===== config.mk =====
export PLATFORM = sky130hd
export DESIGN_NAME = fetch_aligner
export DESIGN_NICKNAME = d
export VERILOG_FILES = /design/src/rtl/fetch_aligner.sv
export SDC_FILE = /design/constraint.sdc
export NUM_CORES = 1
export LEC_CHECK = 0
export ABC_CLOCK_PERIOD_IN_PS = 3000
export BUFFER_PORTS_ARGS = -buffer_cell sky130_fd_sc_hd__buf_2
export CAP_MARGIN = 0
export CORE_UTILIZATION = 40
export CTS_BUF_LIST = sky130_fd_sc_hd__clkbuf_16
export DETAILED_ROUTE_END_ITERATION = 7
export MAX_ROUTING_LAYER = met4
export SYNTH_ARGS = -nofsm -noshare
export SYNTH_HDL_FRONTEND = slang
export SYNTH_SLANG_ARGS = --single-unit

===== constraint.sdc =====
create_clock -name clk -period 3 [get_ports clk]
set_input_delay 0.45 -clock clk [delete_from_list [all_inputs] [get_ports clk]]
set_output_delay 0.45 -clock clk [all_outputs]
set_load 0.05 [all_outputs]

===== src/rtl/fetch_aligner.sv =====
// Word-fetch to instruction aligner: buffers IMEM words as halfwords and presents one
// RVC or 32-bit instruction per handshake. `FETCH_ALIGNER_ILLEGAL_EN adds inst_illegal.
module fetch_aligner #(
    parameter logic [31:0] RESET_PC = 32'h0000_0000
) (
    input  logic        clk,
    input  logic        rst_n,
    output logic        imem_req,
    output logic [31:0] imem_addr,
    input  logic        imem_rvalid,
    input  logic [31:0] imem_rdata,
    input  logic        flush,
    input  logic [31:0] flush_pc,
    output logic [31:0] inst_o,
    output logic [31:0] inst_pc,
    output logic        inst_valid,
    input  logic        inst_ready,
    output logic        is_compressed
`ifdef FETCH_ALIGNER_ILLEGAL_EN
    ,
    output logic        inst_illegal
`endif
);

    // F_IDLE: may issue a fetch | F_WAIT: fetch outstanding | F_DISCARD: stale fetch outstanding
    typedef enum logic [1:0] {
        F_IDLE    = 2'd0,
        F_WAIT    = 2'd1,
        F_DISCARD = 2'd2
    } state_e;

    state_e      state_q, state_d;
    logic [47:0] queue_q, queue_d;
    logic [1:0]  count_q, count_d;
    logic [31:0] head_pc_q, head_pc_d;
    logic [31:0] fetch_addr_q, fetch_addr_d;
    logic        drop_low_q, drop_low_d;
    logic        req_q, req_d;
    logic [31:0] addr_q, addr_d;

    logic [15:0] head_hw;
    logic        head_is_c;
    logic [1:0]  pop_n;
    logic [1:0]  push_n;
    logic [1:0]  cnt_after;
    logic [47:0] push_bits;
    logic [47:0] q_shift;

    assign head_hw   = queue_q[15:0];
    assign head_is_c = (head_hw[1:0] != 2'b11);

    // Slots at or above count are kept zero, so an empty queue presents all-zero outputs.
    assign inst_valid    = ((count_q != 2'd0) && head_is_c) || ((count_q >= 2'd2) && !head_is_c);
    assign is_compressed = (count_q != 2'd0) && head_is_c;
    assign inst_o        = head_is_c ? {16'h0000, head_hw} : queue_q[31:0];
    assign inst_pc       = head_pc_q;
    assign imem_req      = req_q;
    assign imem_addr     = addr_q;

`ifdef FETCH_ALIGNER_ILLEGAL_EN
    assign inst_illegal = inst_valid & is_compressed & (head_hw == 16'h0000);
`endif

    always_comb begin
        state_d      = state_q;
        fetch_addr_d = fetch_addr_q;
        drop_low_d   = drop_low_q;
        req_d        = 1'b0;
        addr_d       = addr_q;
        pop_n        = 2'd0;
        push_n       = 2'd0;
        push_bits    = 48'h0;

        if (inst_valid && inst_ready) begin
            pop_n = head_is_c ? 2'd1 : 2'd2;
        end

        case (state_q)
            F_IDLE: begin
                if (count_q <= 2'd1) begin
                    req_d   = 1'b1;
                    addr_d  = fetch_addr_q;
                    state_d = F_WAIT;
                end
            end
            F_WAIT: begin
                if (imem_rvalid) begin
                    fetch_addr_d = fetch_addr_q + 32'd4;
                    state_d      = F_IDLE;
                    if (drop_low_q) begin
                        push_bits  = {32'h0, imem_rdata[31:16]};
                        push_n     = 2'd1;
                        drop_low_d = 1'b0;
                    end else begin
                        push_bits = {16'h0, imem_rdata};
                        push_n    = 2'd2;
                    end
                end
            end
            F_DISCARD: begin
                if (imem_rvalid) begin
                    state_d = F_IDLE;
                end
            end
            default: state_d = F_IDLE;
        endcase

        q_shift   = queue_q >> {pop_n, 4'b0000};
        cnt_after = count_q - pop_n;
        queue_d   = q_shift | (push_bits << {cnt_after, 4'b0000});
        count_d   = cnt_after + push_n;
        head_pc_d = head_pc_q + {29'h0, pop_n, 1'b0};

        // Redirect overrides everything, including a same-cycle handshake or response.
        if (flush) begin
            queue_d      = 48'h0;
            count_d      = 2'd0;
            head_pc_d    = flush_pc;
            fetch_addr_d = {flush_pc[31:2], 2'b00};
            drop_low_d   = flush_pc[1];
            req_d        = 1'b0;
            addr_d       = addr_q;
            if (((state_q == F_WAIT) || (state_q == F_DISCARD)) && !imem_rvalid) begin
                state_d = F_DISCARD;
            end else begin
                state_d = F_IDLE;
            end
        end
    end

    always_ff @(posedge clk or negedge rst_n) begin
        if (!rst_n) begin
            state_q      <= F_IDLE;
            queue_q      <= 48'h0;
            count_q      <= 2'd0;
            head_pc_q    <= RESET_PC;
            fetch_addr_q <= {RESET_PC[31:2], 2'b00};
            drop_low_q   <= RESET_PC[1];
            req_q        <= 1'b0;
            addr_q       <= 32'h0;
        end else begin
            state_q      <= state_d;
            queue_q      <= queue_d;
            count_q      <= count_d;
            head_pc_q    <= head_pc_d;
            fetch_addr_q <= fetch_addr_d;
            drop_low_q   <= drop_low_d;
            req_q        <= req_d;
            addr_q       <= addr_d;
        end
    end

endmodule


==> metrics.txt <==
outcome=complete, but fails checks; violations in the final reports=negative hold slack; crit share post-route=0.8417; number of buffers on the longest clock path=2; DRC errors left=0; headroom to the max-slew limit=0.4868; time the worst path needs with I/O delays and setup=between 2 and 3 ns; leading post-synthesis cells by cell area=dfrtp_1, mux2_2, and3_1, nand2_1, and4_1; final worst clock skew=just under 0.01 ns; final non-filler cell area=~10000 um^2; maximum capacitance violations=0; hold slack=-0.02121 ns; flop and latch count out of synthesis=~150; clock slew at the register clock pins of the worst setup and hold paths=0.07 ns; R2R Setup Slk=between 0.4 and 0.5 ns; Worst path slowest cell=or3_4; Vias/cell=a little under 6; Fin Setup TNS=0 ns; Yosys cell types=67; critical path cell sequence=o211ai_2, clkinv_1, buf_4, ha_1, or3_4, and4_4, a221o_1; HP Class=in2async; met3 wire length=1893 um; routability-driven placement congestion ratio=roughly 0.87; Chip Height=around 150 um; core box area=20360 um^2; number of buffers inserted during clock tree synthesis=17; effective utilization at floorplan=0.4111; count of boundary I/O pins=approximately 170; fin. max-slew vios=0; yosys synthesis warning count=0; Skew-Pair Late Insertion Delay=between 0.4 and 0.5 ns; peak clock frequency supported by timing=396.0 MHz; number of inserted filler cells in the final layout=a little under 2000; First-pass DRT Iterations=7; length in cells of the worst reg-to-reg path=7; DR iter-0 viols=a little over 500; multi-input combinational cell area=about 4300 um^2; Finished Core Util=0.4866; dominant synthesized flop cell=dfrtp_1; number of antenna violations at the first check in global routing=1; vias in the first global route=slightly above 7000; total setup violations reported at the end of the flow=0; largest net degree at the start of global routing=75; async set or reset register ratio after synthesis=1.000; arrival time worst endpoint=2.83 ns; global-route wire length before repair=between 40000 and 50000 um; horizontal extent of the die=approximately 150 um; met2 routed WL=between 10000 and 15000 um; number of vias in the routed layout=between 7000 and 8000; layout cells sized above 1=0.3172; launching element type of the critical path=flop; H-tree lvl count=4; half-perimeter wire length after placement=about 17000 um; TritonCTS clock tree=yes; worst IR drop on VDD=around 0.6 mV; wire length the detailed router placed on met1=11340 um; Leak=around 0.0045 uW; root buf cell=clkbuf_16; power density relative to cell area=840.6 nW/um^2; post-detailed-routing wire length=about 25000 um; post-place setup slack=between 0.3 and 0.4 ns; sequential cell area=3654 um^2; fraction of post-synthesis cell area in the top cell type by area=0.4364; # nets final=1038; FF-to-FF End=queue_q[41]$_DFF_PN0_; average routed wire per standard cell=between 20 and 25 um; number of nets still failing antenna checks after routing=0; slew at the pin closest to its max-slew limit=approximately 0.76 ns; Post-Synthesis Cells=around 830; IO Port Bufs=between 150 and 200; All-Layer GR Usage=0.2481; required time of the critical path=approximately 3.3 ns; Post-synth EDFFs=0; number of buffers added for setup after CTS=0; hold_buf cts=0; cell taking the most area after synthesis=dfrtp_1; synthesis-to-finish area growth=18.37%; clock tree sinks=roughly 150; Die Outline Area=between 20000 and 25000 um^2; CP peak stage delay=around 0.53 ns; sequential cell area fraction in the yosys report=0.4364; global-route congestion overflow total=0; most frequent cells after synthesis=dfrtp_1, nand2_1, clkbuf_1; RSZ-0062 raised after global routing=false; area after detailed placement=9373 um^2; critical path class=reg2reg; dominant cell by count in the synthesized netlist=dfrtp_1; Post-Syn Area=between 8000 and 9000 um^2; number of core rows=52; post-synthesis area per instance=10.07 um^2; R2R Path Start=count_q[1]$_DFF_PN0_; Critical Path End Type=flop; post_cts resized=0; number of hold violations in the final report=10; top routing layer in use=met4; biggest fanout along the worst timing path=19; Setup WS post-layout=~0.47 ns
[per-layer routing]
metal | vias to the layer above | GRT usage
li1 | 3446 | -
met1 | 3612 | 0.3306
met2 | 297 | 0.3685
met3 | 32 | 0.06125
met4 | 0 | 0.08021
met5 | - | -
[kinds of logic (layout without fill, tap and decap cells)]
kind of cell | after synthesis | in the layout | share of synthesized area
DFF | 146 | 146 | 0.4364
other | 1 | 3 | 0.0004479
xor gates and xnor gates | 22 | 22 | 0.02466
and+or+nand+nor | 281 | 281 | 0.1891
adders and majority gates | 8 | 8 | 0.01285
muxes | 62 | 62 | 0.08071
buffers and inverters | 96 | 238 | 0.05589
AOI/OAI and AO/OA | 215 | 215 | 0.2000
[final cells by class]
cell class              count  share of cell area
multi-input cells         590              0.4293
flip-flops and latches    146              0.3687
repair buffers            192              0.1082
clock buffers              17             0.04293
well taps                 270             0.03409
clock inverters            15             0.01098
inverters                  14            0.005556
diodes                      1           0.0002525
[where the power goes]
group          total (uW)  leakage, uW  switching [uW]  internal [uW]
Sequential           2830      0.00181             383           2440
Combinational        3540      0.00245            2440           1100
Clock                1960     0.000252             903           1060
Total                8330      0.00452            3730           4600
[critical path, delay by kind of cell, from the launching register on]
family	cells	cell delay, ns
AND/OR/NAND/NOR	2	0.85
adder cells (fa/ha/maj)	1	0.25
buffers and inverters	2	0.34
AO/OA/AOI/OAI	2	0.57
flip-flops	1	0.39
[per-stage QoR]
step | total power [uW] | std cells
global placement | 6367 | 1212
global route | 8723 | 1245
floorplan | 5560 | 832
CTS | 8383 | 1244
detailed placement | 6391 | 1212
finish | 8330 | 1245
[how the worst max path moves through the flow]
stage,from,cells past startpoint,slack (ns),to
floorplan,queue_q[0]$_DFF_PN0_,13,0.03,count_q[1]$_DFF_PN0_
global placement,inst_ready,9,0.44,inst_pc[25]$_DFF_PN0_
detailed placement,inst_ready,8,0.39,queue_q[45]$_DFF_PN0_
CTS,queue_q[0]$_DFF_PN0_,9,0.48,inst_pc[25]$_DFF_PN0_
global route,queue_q[0]$_DFF_PN0_,9,0.28,inst_pc[25]$_DFF_PN0_
finish,count_q[1]$_DFF_PN0_,7,0.47,queue_q[41]$_DFF_PN0_
[flip-flops by register name, indices dropped and copies added, names as in the netlist]
signal        cells
inst_pc          32
imem_addr        30
drop_low_q        1
fetch_addr_q     30
imem_req          1
queue_q          48
state_q           2
count_q           2
[cells in the final DEF, fill, tap and decap left out, types with 16 or more instances in the layout]
cell,synthesis,routed
dfrtp_1,146,146
a21oi_1,25,25
and4_1,21,21
o22a_1,16,16
nor4_1,17,17
o221a_2,16,16
buf_4,18,24
a22oi_1,16,16
nand3_1,24,24
nor2_1,34,34
o22ai_1,16,16
a31o_2,16,16
o21a_1,18,18
a221o_1,17,17
clkbuf_16,0,17
nand2_1,50,50
nand2b_1,19,19
mux2_2,44,44
mux2i_1,18,18
nand4_1,22,22
and3_1,40,40
a211oi_1,19,19
buf_2,5,164
nor3_1,21,21
No activity file was read; power rests on OpenSTA's default activity.
